$ cat src/rtl/lsu_pkg.sv
`default_nettype none
// +--------------------------------------------------------------------+
// | lsu_pkg : op encodings, FSM states and op legality check for LSU    |
// | Revision: 1.0                                                       |
// +--------------------------------------------------------------------+
package lsu_pkg;

  localparam logic [2:0] OP_B  = 3'b000;
  localparam logic [2:0] OP_H  = 3'b001;
  localparam logic [2:0] OP_W  = 3'b010;
  localparam logic [2:0] OP_BU = 3'b100;
  localparam logic [2:0] OP_HU = 3'b101;

  typedef enum logic [2:0] {
    IDLE  = 3'd0,
    RD    = 3'd1,
    MERGE = 3'd2,
    WR    = 3'd3,
    RESP  = 3'd4
  } lsu_state_e;

  // Stores have no signedness, so the unsigned encodings are rejected for them.
  function automatic logic op_error(input logic store, input logic [2:0] op,
                                    input logic [1:0] offset);
    logic err;
    case (op)
      OP_B, OP_BU: err = 1'b0;
      OP_H, OP_HU: err = offset[0];
      OP_W:        err = (offset != 2'b00);
      default:     err = 1'b1;
    endcase
    if (store && op[2]) err = 1'b1;
    return err;
  endfunction

endpackage
`default_nettype wire

$ cat src/rtl/lsu_align.sv
`default_nettype none
// +--------------------------------------------------------------------+
// | lsu_align : big-endian load extraction/extension and store merge    |
// | Revision: 1.0                                                       |
// +--------------------------------------------------------------------+
module lsu_align
  import lsu_pkg::*;
(
  input  logic [2:0]  op,
  input  logic [1:0]  offset,
  input  logic [31:0] mem_word,
  input  logic [31:0] wdata,
  output logic [31:0] load_data,
  output logic [31:0] merged_word
);

  logic [4:0]  shift;
  logic [31:0] lane_mask;
  logic [31:0] shifted;

  always_comb begin
    // Byte offset 0 sits in the top lane, so lower offsets shift further.
    case (op)
      OP_B, OP_BU: begin
        shift     = {~offset, 3'b000};
        lane_mask = 32'h0000_00FF;
      end
      OP_H, OP_HU: begin
        shift     = {~offset[1], 4'b0000};
        lane_mask = 32'h0000_FFFF;
      end
      default: begin
        shift     = 5'd0;
        lane_mask = 32'hFFFF_FFFF;
      end
    endcase

    shifted = mem_word >> shift;

    case (op)
      OP_B, OP_BU: load_data = op[2] ? {24'h0, shifted[7:0]}
                                     : {{24{shifted[7]}}, shifted[7:0]};
      OP_H, OP_HU: load_data = op[2] ? {16'h0, shifted[15:0]}
                                     : {{16{shifted[15]}}, shifted[15:0]};
      default:     load_data = mem_word;
    endcase

    merged_word = (mem_word & ~(lane_mask << shift)) | ((wdata & lane_mask) << shift);
  end

endmodule
`default_nettype wire

$ cat src/rtl/load_store_unit.sv
`default_nettype none
// +--------------------------------------------------------------------+
// | load_store_unit : single-outstanding LSU with read-modify-write     |
// | Revision: 1.0                                                       |
// +--------------------------------------------------------------------+
module load_store_unit
  import lsu_pkg::*;
#(
  parameter int ADDR_W = 32
) (
  input  logic              clk,
  input  logic              reset,
  input  logic              req_valid,
  output logic              req_ready,
  input  logic              req_store,
  input  logic [2:0]        req_op,
  input  logic [ADDR_W-1:0] req_addr,
  input  logic [31:0]       req_wdata,
  output logic              resp_valid,
  output logic [31:0]       resp_rdata,
  output logic              resp_err,
  output logic              memread,
  output logic              memwrite,
  output logic [ADDR_W-1:0] address,
  output logic [31:0]       writeData,
  input  logic [31:0]       data
);

  lsu_state_e        state_q, state_d;
  logic              store_q, store_d;
  logic [2:0]        op_q, op_d;
  logic [ADDR_W-1:0] addr_q, addr_d;
  logic              err_q, err_d;
  logic [31:0]       merge_q, merge_d;
  logic [31:0]       load_data;
  logic [31:0]       merged_word;

  lsu_align u_align (
    .op          (op_q),
    .offset      (addr_q[1:0]),
    .mem_word    (data),
    .wdata       (merge_q),
    .load_data   (load_data),
    .merged_word (merged_word)
  );

  always_comb begin
    state_d = state_q;
    store_d = store_q;
    op_d    = op_q;
    addr_d  = addr_q;
    err_d   = err_q;
    merge_d = merge_q;
    case (state_q)
      IDLE: begin
        if (req_valid) begin
          store_d = req_store;
          op_d    = req_op;
          addr_d  = req_addr;
          merge_d = req_wdata;
          err_d   = op_error(req_store, req_op, req_addr[1:0]);
          if (err_d)                 state_d = RESP;
          else if (!req_store)       state_d = RD;
          else if (req_op == OP_W)   state_d = WR;
          else                       state_d = RD;
        end
      end
      RD:    state_d = store_q ? MERGE : RESP;
      MERGE: begin
        // merge_q held the store data; it now becomes the full word to write.
        merge_d = merged_word;
        state_d = WR;
      end
      WR:      state_d = RESP;
      RESP:    state_d = IDLE;
      default: state_d = IDLE;
    endcase
  end

  always_ff @(posedge clk or posedge reset) begin
    if (reset) begin
      state_q <= IDLE;
      store_q <= 1'b0;
      op_q    <= 3'b000;
      addr_q  <= '0;
      err_q   <= 1'b0;
      merge_q <= 32'h0;
    end else begin
      state_q <= state_d;
      store_q <= store_d;
      op_q    <= op_d;
      addr_q  <= addr_d;
      err_q   <= err_d;
      merge_q <= merge_d;
    end
  end

  assign req_ready  = (state_q == IDLE);
  assign resp_valid = (state_q == RESP);
  assign resp_err   = resp_valid & err_q;
  assign resp_rdata = (resp_valid && !store_q && !err_q) ? load_data : 32'h0;
  assign memread    = (state_q == RD);
  assign memwrite   = (state_q == WR);
  assign address    = {addr_q[ADDR_W-1:2], 2'b00};
  assign writeData  = memwrite ? merge_q : 32'h0;

endmodule
`default_nettype wire

$ cat config.mk
export PLATFORM = sky130hd
export DESIGN_NAME = load_store_unit
export DESIGN_NICKNAME = d
export VERILOG_FILES = /design/src/rtl/lsu_pkg.sv /design/src/rtl/lsu_align.sv /design/src/rtl/load_store_unit.sv
export SDC_FILE = /design/constraint.sdc
export NUM_CORES = 1
export LEC_CHECK = 0
export CAP_MARGIN = 20
export CORE_MARGIN = 4
export CORE_UTILIZATION = 47
export CTS_CLUSTER_DIAMETER = 80
export DETAILED_ROUTE_END_ITERATION = 7
export HOLD_SLACK_MARGIN = 0.15
export PLACE_DENSITY_LB_ADDON = 0.25
export SLEW_MARGIN = 40
export SYNTH_ARGS = -nofsm -noshare
export SYNTH_HDL_FRONTEND = slang
export SYNTH_SLANG_ARGS = --single-unit
export TNS_END_PERCENT = 30
$ cat constraint.sdc
create_clock -name clk -period 3.96 [get_ports clk]
set_clock_uncertainty 0.05 [all_clocks]
set_input_delay 0.594 -clock clk [delete_from_list [all_inputs] [get_ports clk]]
set_output_delay 0.594 -clock clk [all_outputs]
set_load 0.01 [all_outputs]
# --- After elaboration in Yosys (flattened, before gate mapping) ---
# Index checks and enable logic that the tools add are counted.
word_totals:
  reg_bits: 72
  input_bits: 103
  out_inout_bits: 101
  wordCells: 63
op_classes:
  n_eq_ne: 12
  n_shift: 3
  muxes: 19
  bitwise: 7
  reduce_logical: 16
ops:
  columns: ["op", "n"]
  rows:
  - ["case mux 32 bit (2 select lines)", 3]
  - ["2-to-1 mux 32 bit", 5]
  - ["bitwise AND 32 bit", 2]
  - ["left shift 32 x 5 -> 32 bit", 2]
  - ["NOT 32 bit", 1]
  - ["OR 32 bit", 1]
  - [">> shifter 32 x 5 -> 16 bit", 1]
  - ["== test 3 bit, second input constant", 5]
  - ["case mux 3 bit (4 select lines)", 1]
  - ["case mux 5 bit (2 select lines)", 1]
  - ["== test 3 x 1 -> 1 bit, second input constant", 3]
  - ["== test 3 x 2 -> 1 bit, second input constant", 3]
  - ["logical NOT 3 bit", 3]
  - ["2-to-1 mux 3 bit", 3]
  - ["OR reduction 2 bit", 4]
  - ["2-to-1 mux 2 bit", 2]
  - ["AND reduction 2 bit", 2]
  - ["nonzero test 2 bit", 2]
  - ["logical AND 1 bit", 3]
  - ["2-to-1 mux 1 bit", 3]
  - ["case mux 1 bit (3 select lines)", 1]
  - ["logical NOT 1 bit", 2]
  - ["!= test 2 bit, second input constant", 1]
  - ["NOT 2 bit", 1]
  - ["2 further kinds", 2]

# --- Longest topological paths before layout ---
# Gate-level depths: netlist (run 1).
logic_depth:
  ltp_word: 9
  ltp_mapped: 7

# --- By module ---
# A second synthesis (run 1) with hierarchy kept.
hier_totals:
  cells_unflattened: 576
  hier_area_um2: 5395.2
modules_own_cells:
  columns: ["mod", "instances", "cells_per_inst", "area_each_um2"]
  rows:
  - ["load_store_unit", 1, 351, 3847.4]
  - ["lsu_align", 1, 225, 1547.7]

# --- Least setup slack after synthesis (run 1) ---
# OpenSTA, ideal clock, no wires.
synth_timing:
  path_type: "input to output"
  from: "input data[31]"
  to: "output resp_rdata[23]"
  t_arrival_ns: 1.784
  t_required_ns: 3.316
  path_slack_ns: 1.532
  path_stages: 5
  path_buffers: 1
  cell_sequence: "or3b_2 -> a21oi_2 -> a32oi_2 -> buf_6 -> nor3_1"
synth_via:
  elab_chain_cells: 4
  word_cells_on_any_way: 5
  cone_classes: "1 x shift; 4 x mux"
synth_rtl:
  columns: ["item", "line", "source"]
  rows:
  - ["start: declaration", "load_store_unit.sv:26", "input logic [31:0] data"]
  - [">> shifter 32 x 5 -> 16 bit (*)", "lsu_align.sv:38", "shifted = mem_word >> shift;"]
  - ["2-to-1 mux 32 bit, on equally long branches", "lsu_align.sv:43, lsu_align.sv:41", null]
  - ["case mux 32 bit (2 select lines) (*)", "lsu_align.sv:40", "case (op)"]
  - ["2-to-1 mux 32 bit (*)", "load_store_unit.sv:101", "assign resp_rdata = (resp_valid && !store_q && !err_q) ? load_data : 32'h0;"]
  - ["end: declaration", "load_store_unit.sv:20", "output logic [31:0] resp_rdata,"]
# Mark *: on every way between the ends. The rest lies on a longest branch, timed or not.

# --- Worst setup path after layout (run 1) ---
layout_timing:
  from: "register op_q[1]"
  to: "output resp_rdata[26]"
layout_via:
  elab_chain_cells: 7
  word_cells_on_any_way: 12
  cone_classes: "3 x eq/ne; 1 x shift; 5 x mux; 3 x reduce/logical"
layout_rtl:
  columns: ["item", "line", "source"]
  rows:
  - ["start: declaration", "load_store_unit.sv:31", "logic [2:0] op_q, op_d;"]
  - ["start signal: assignment", "load_store_unit.sv:91", "op_q <= op_d;"]
  - ["== test 3 x 1 -> 1 bit (tied with other cells)", "lsu_align.sv:23, lsu_align.sv:40", null]
  - ["OR reduction 2 bit", "lsu_align.sv:23, lsu_align.sv:40", null]
  - ["case mux 5 bit (2 select lines)", "lsu_align.sv:23", "case (op)"]
  - [">> shifter 32 x 5 -> 16 bit", "lsu_align.sv:38", null]
  - ["2-to-1 mux 32 bit, on equally long branches", "lsu_align.sv:43, lsu_align.sv:41", null]
  - ["case mux 32 bit (2 select lines) (*)", "lsu_align.sv:40", null]
  - ["2-to-1 mux 32 bit (*)", "load_store_unit.sv:101", null]
# Marked as above.

==> results.json, run 1 <==
{
  "synth_cells": 593,
  "post_dp_cell_area_mm2": 0.00672,
  "hold_violations": 0,
  "synth_area_mm2": 0.00490,
  "cts_tree": "built",
  "drv_slew": 0,
  "reg2regPathDepth": 5,
  "min_period_ns": 3.66,
  "critical_path_depth": 6,
  "crit_arrival_ns": 3.02,
  "synth.distinct_cells": 48,
  "grtUsageTotal_pct": 27.5,
  "final_common_cell": "clkdlybuf4s50_1",
  "routabilityCongestion": 0.944,
  "relSlewSlack_pct": 50.8,
  "antenna_found_initial": 0,
  "ios": 204,
  "yosysTopAreaCellShare_pct": 36.8,
  "ys.warnings.count": 0,
  "worstHoldPathCells": 2,
  "ys.flop_type": "dfrtp_1",
  "rows": 36,
  "ant_nets": 0,
  "cts_inserted_buffers": 9,
  "critical_path.top_delay_family": "buffers and inverters",
  "clk_latency_ns": 0.35,
  "diodes": 0,
  "drtIter0Drc": 490,
  "most-common-layout-cells": "clkdlybuf4s50_1 (201), nand2_1 (133), dfrtp_1 (72)",
  "coreArea_mm2": 0.00995,
  "crit_chain": "inv_2 > o21ai_0 > a32oi_2 > buf_4 > nor3_1 > clkdlybuf4s50_1",
  "critical-path-max-stage-delay_ns": 0.82,
  "num_vias": 5155,
  "slowest_stage": "dfrtp_1",
  "clkSinkCount": 72,
  "wl_um": 17000,
  "final-setup-viol-count": 0,
  "cts_resized": 0,
  "synth_edf_count": 0,
  "holdBufCountCts": 0,
  "dp_hpwl_um": 13100,
  "dieHeight_um": 110,
  "grt_pass1_vias": 4831,
  "tns_ns": 0,
  "die_x_um": 110,
  "fin_util_pct": 70.0,
  "hold_path_class": "reg -> reg",
  "start_kind": "register",
  "grt_max_degree": 51,
  "whs_ns": 0.427,
  "drc": 0,
  "firstDrtPassIters": 5,
  "leakage_nw": 2.88,
  "clk_pin_slew_ns": 0.08,
  "cts_buffer_depth": 2,
  "ys_ff_latch": 72,
  "fin_area_mm2": 0.00697,
  "layout.nets": 846,
  "grt_pass1_wl_um": 25800,
  "wl_per_cell_um": 19.3,
  "cts-root-buf": "clkbuf_8",
  "dieArea_mm2": 0.0121,
  "drive_gt1_share_pct": 7.09,
  "cp-end-kind": "output pin",
  "viasPerCell": 5.85,
  "status": "finished clean",
  "rsz0062_at_grt": "no",
  "timing.critical_path.buf_inv": 3,
  "max_clock_freq_ghz": 0.273,
  "post-route-period-util_pct": 92.5,
  "power.total_mw": 5.08,
  "yosys.area.top_type": "dfrtp_1",
  "worst_pin_slew_ns": 0.737,
  "areaGrowthSynthToFinish_pct": 42.3,
  "crit_type": "reg -> out",
  "synth_top_cells_by_area": "dfrtp_1 (37%), nand2_1 (10%), buf_4 (5.2%), a22o_1 (5.0%), and2_1 (4.3%)",
  "maxCapViolCount": 0,
  "avgSynthCellArea_um2": 8.26,
  "htree_levels": 3,
  "synth_seq_area_share_pct": 36.8,
  "post_cts_buffers": 0,
  "initial_core_util_pct": 49.2,
  "grt-ovfl-total": 0,
  "numPortBuffers": 201,
  "peakVddDrop_uv": 649,
  "power.density_mw_per_mm2": 729,
  "cp.required_ns": 3.32,
  "async_reset_ff_share_pct": 100,
  "crit_fanout": 20
}
==> area by class of cell <==
class,count,area [um^2]
multi-input cells,431,2590
flip-flops and latches,72,1800
clock buffers,10,128
repair buffers,214,2110
fillers,819,2990
inverters,15,56.3
clock inverters,6,115
well taps,133,166
==> worst paths after layout <==
check                      slack [ns]                      end                  start
setup / recovery                 0.30           resp_rdata[26]    op_q[1]$_DFFE_PP0P_
hold / removal                   0.43    addr_q[3]$_DFFE_PP0P_  addr_q[3]$_DFFE_PP0P_
setup reg to reg                 1.63  merge_q[31]$_DFFE_PP0P_    op_q[0]$_DFFE_PP0P_
hold reg to reg                  0.43    addr_q[3]$_DFFE_PP0P_  addr_q[3]$_DFFE_PP0P_
max in group asynchronous        2.32  merge_q[25]$_DFFE_PP0P_                  reset
min in group asynchronous        0.53    addr_q[5]$_DFFE_PP0P_                  reset
==> sequential cells by signal (all words and copies together), names as in the netlist <==
| signal | cells |
|---|---|
| state_q | 3 |
| merge_q | 32 |
| err_q | 1 |
| op_q | 3 |
| store_q | 1 |
| addr_q | 32 |
==> metrics by stage <==
stage | worst slack (ns) | instances
floorplan | 1.49 | 594
global placement | 0.443 | 864
detailed placement | 0.283 | 864
CTS | 0.230 | 880
global route | 0.110 | 881
finish | 0.297 | 881
==> tightest hold or removal path, cell delays in order (launching register included) <==
cell	delay, ns
dfrtp_1	0.35
nand2_1	0.05
nand2_1	0.05
==> where the power goes <==
group	total [mW]	internal (mW)	switching [mW]
Combinational	2.88	1.31	1.56
Clock	0.713	0.422	0.291
Sequential	1.49	1.10	0.391
==> logic make-up (layout without fill, tap and decap cells) <==
logic type | after synthesis | in the layout | synth area share (%)
multiplexers | 7 | 7 | 1.94
other | 1 | 2 | 0.0766
flip-flops | 72 | 72 | 36.8
AND/OR/NAND/NOR | 250 | 250 | 24.3
AO/OA/AOI/OAI | 172 | 172 | 26.5
buffers and inverters | 91 | 245 | 10.4
==> layer usage <==
layer  routed length (um)  track usage [%]  up-vias
met5                    0                0        -
met4                  294             6.50        0
met3                 1580             5.65       30
met2                 8370             45.7      276
met1                 6750             36.7     2450
li1                     -                -     2399
==> cell usage after synthesis (2+ instances only) <==
cell	number
nand2b_1	10
nor3_2	6
or3_1	9
inv_1	13
dfrtp_1	72
a21oi_1	37
o211ai_2	2
nor3_1	16
a32o_1	7
a221o_1	9
o22ai_1	20
mux4_2	2
mux2i_1	5
and2_1	34
o21ai_0	12
o221ai_1	16
a21o_1	9
nor2b_1	3
nand2_1	133
a22oi_1	8
o2111ai_1	15
clkbuf_1	24
buf_4	34
buf_6	3
buf_2	15
a22o_1	28
nor2_1	28
nor3b_2	2
o21ba_2	2
(Power assumes the default switching activity.)
==> run 2, diff against run 1 <==
--- a/config.mk
+++ b/config.mk
@@ -12,6 +12,7 @@
 export DETAILED_ROUTE_END_ITERATION = 7
 export HOLD_SLACK_MARGIN = 0.15
 export PLACE_DENSITY_LB_ADDON = 0.25
+export SETUP_SLACK_MARGIN = 0.2
 export SLEW_MARGIN = 40
 export SYNTH_ARGS = -nofsm -noshare
 export SYNTH_HDL_FRONTEND = slang
==> results.json, run 2 (synthesis gave the netlist of run 1 again) <==
{
  "clk_pin_slew_ns": 0.08,
  "grtUsageTotal_pct": 27.5,
  "post-route-period-util_pct": 92.2,
  "hold_path_class": "reg -> reg",
  "htree_levels": 3,
  "antenna_found_initial": 0,
  "slowest_stage": "clkdlybuf4s50_1",
  "drc": 0,
  "fin_ws_ns": 0.307,
  "power.density_mw_per_mm2": 731,
  "grt_pass1_wl_um": 25800,
  "die_x_um": 110,
  "place_ws_ns": 0.283,
  "cts-root-buf": "clkbuf_8",
  "coreArea_mm2": 0.00995,
  "tns_ns": 0,
  "min_period_ns": 3.65,
  "maxCapViolCount": 0,
  "wl_um": 17100,
  "start_kind": "primary input",
  "crit_type": "in -> out",
  "intPower_mw": 2.84,
  "switchingPower_mw": 2.26,
  "relSlewSlack_pct": 51.0,
  "clkPwrFrac_pct": 14.0,
  "leakage_nw": 2.88,
  "status": "finished clean",
  "dieArea_mm2": 0.0121,
  "fin_area_mm2": 0.00697,
  "crit_arrival_ns": 3.01,
  "grt-ovfl-total": 0,
  "viasPerCell": 5.86,
  "worst_pin_slew_ns": 0.735,
  "cts_inserted_buffers": 9,
  "crit_fanout": 10,
  "ant_nets": 0,
  "diodes": 0,
  "rsz0062_at_grt": "no",
  "final-setup-viol-count": 0,
  "grt_pass1_vias": 4831,
  "reg.largest.list": "addr_q: 32 flops, merge_q: 32 flops",
  "layout.nets": 846,
  "clkSinkCount": 72,
  "pwr-share-seq_pct": 29.3,
  "critical-path-max-stage-delay_ns": 0.57,
  "cp.required_ns": 3.32,
  "initial_core_util_pct": 49.2,
  "cts_buffer_depth": 2,
  "final_common_cell": "clkdlybuf4s50_1",
  "drtIter0Drc": 439,
  "clk_latency_ns": 0.35,
  "max_clock_freq_ghz": 0.274,
  "ios": 204,
  "whs_ns": 0.426,
  "drive_gt1_share_pct": 7.22,
  "peakVddDrop_uv": 656,
  "p_sw_share_pct": 44.4,
  "r2r_setup_slack_ns": 1.63,
  "routabilityCongestion": 0.944,
  "firstDrtPassIters": 4,
  "numPortBuffers": 201,
  "rows": 36,
  "crit_chain": "clkdlybuf4s50_1 > or3b_2 > a21oi_2 > a32oi_2 > buf_4 > nor3_1 > clkdlybuf4s50_1",
  "cts_tree": "built",
  "num_vias": 5162,
  "dieHeight_um": 110,
  "areaGrowthSynthToFinish_pct": 42.3,
  "post_dp_cell_area_mm2": 0.00672,
  "cp-end-kind": "output pin",
  "p_comb_share_pct": 56.7,
  "most-common-layout-cells": "clkdlybuf4s50_1 (201), nand2_1 (133), dfrtp_1 (71)",
  "hold_violations": 0,
  "path_common_cell": "clkdlybuf4s50_1",
  "wl_per_cell_um": 19.4,
  "dp_hpwl_um": 13100,
  "drv_slew": 0,
  "grt_max_degree": 51
}
==> run 2: cell count changes in the layout (fill, tap and decap cells not counted) <==
cell / delta
dfrtp_1: -1
dfrtp_2: +1
==> run 2: layer usage <==
layer	track usage (%)	share of wire [%]
met5	0	0
met4	6.50	1.5
met3	5.65	8.8
met2	45.7	49
met1	36.7	40
==> run 2: worst paths after layout <==
kind,from,to,cells past startpoint
min in group asynchronous,reset,addr_q[5]$_DFFE_PP0P_,2
worst min-delay path,addr_q[14]$_DFFE_PP0P_,addr_q[14]$_DFFE_PP0P_,2
max in group asynchronous,reset,op_q[1]$_DFFE_PP0P_,3
worst max-delay path,data[31],resp_rdata[26],7
worst min register to register,addr_q[14]$_DFFE_PP0P_,addr_q[14]$_DFFE_PP0P_,2
worst max register to register,op_q[0]$_DFFE_PP0P_,merge_q[31]$_DFFE_PP0P_,5
==> run 2: power by group through the flow <==
stage	sequential, mW	combinational [mW]	clock (mW)
5_1_grt	1.55	3.13	0.756
2_1_floorplan	1.28	2.15	0
4_1_cts	1.48	2.84	0.722
3_3_place_gp	1.47	2.76	0
6_report	1.49	2.89	0.714
3_5_place_dp	1.50	2.83	0
==> run 2: area by class of cell <==
type,count,area (um^2)
fill,818,2990
multi-input combinational,431,2590
timing repair buffer,214,2110
sequential,72,1800
tap,133,166
clock buffer,10,128
clock inverter,6,115
inverter,15,56.3
==> run 2: critical path: cells and delay by family <==
family | cells | cell delay (ns)
buffers and inverters | 3 | 1.37
AND/OR/NAND/NOR | 2 | 0.66
AO/OA/AOI/OAI | 2 | 0.37
==> run 2: what timing repair did <==
item	4_1_cts	5_1_grt
gates resized for setup	0	1
hold buffers	0	0
endpoints found under the setup margin	0	8
setup buffers	0	0
==> run 2: per-stage QoR <==
stage / power, mW / std cells / utilization (%)
floorplan: 3.43 / 594 / -
global placement: 4.24 / 864 / 67.5
detailed placement: 4.33 / 864 / 67.5
CTS: 5.05 / 880 / 69.9
global route: 5.43 / 881 / 70.0
finish: 5.10 / 881 / 70.0
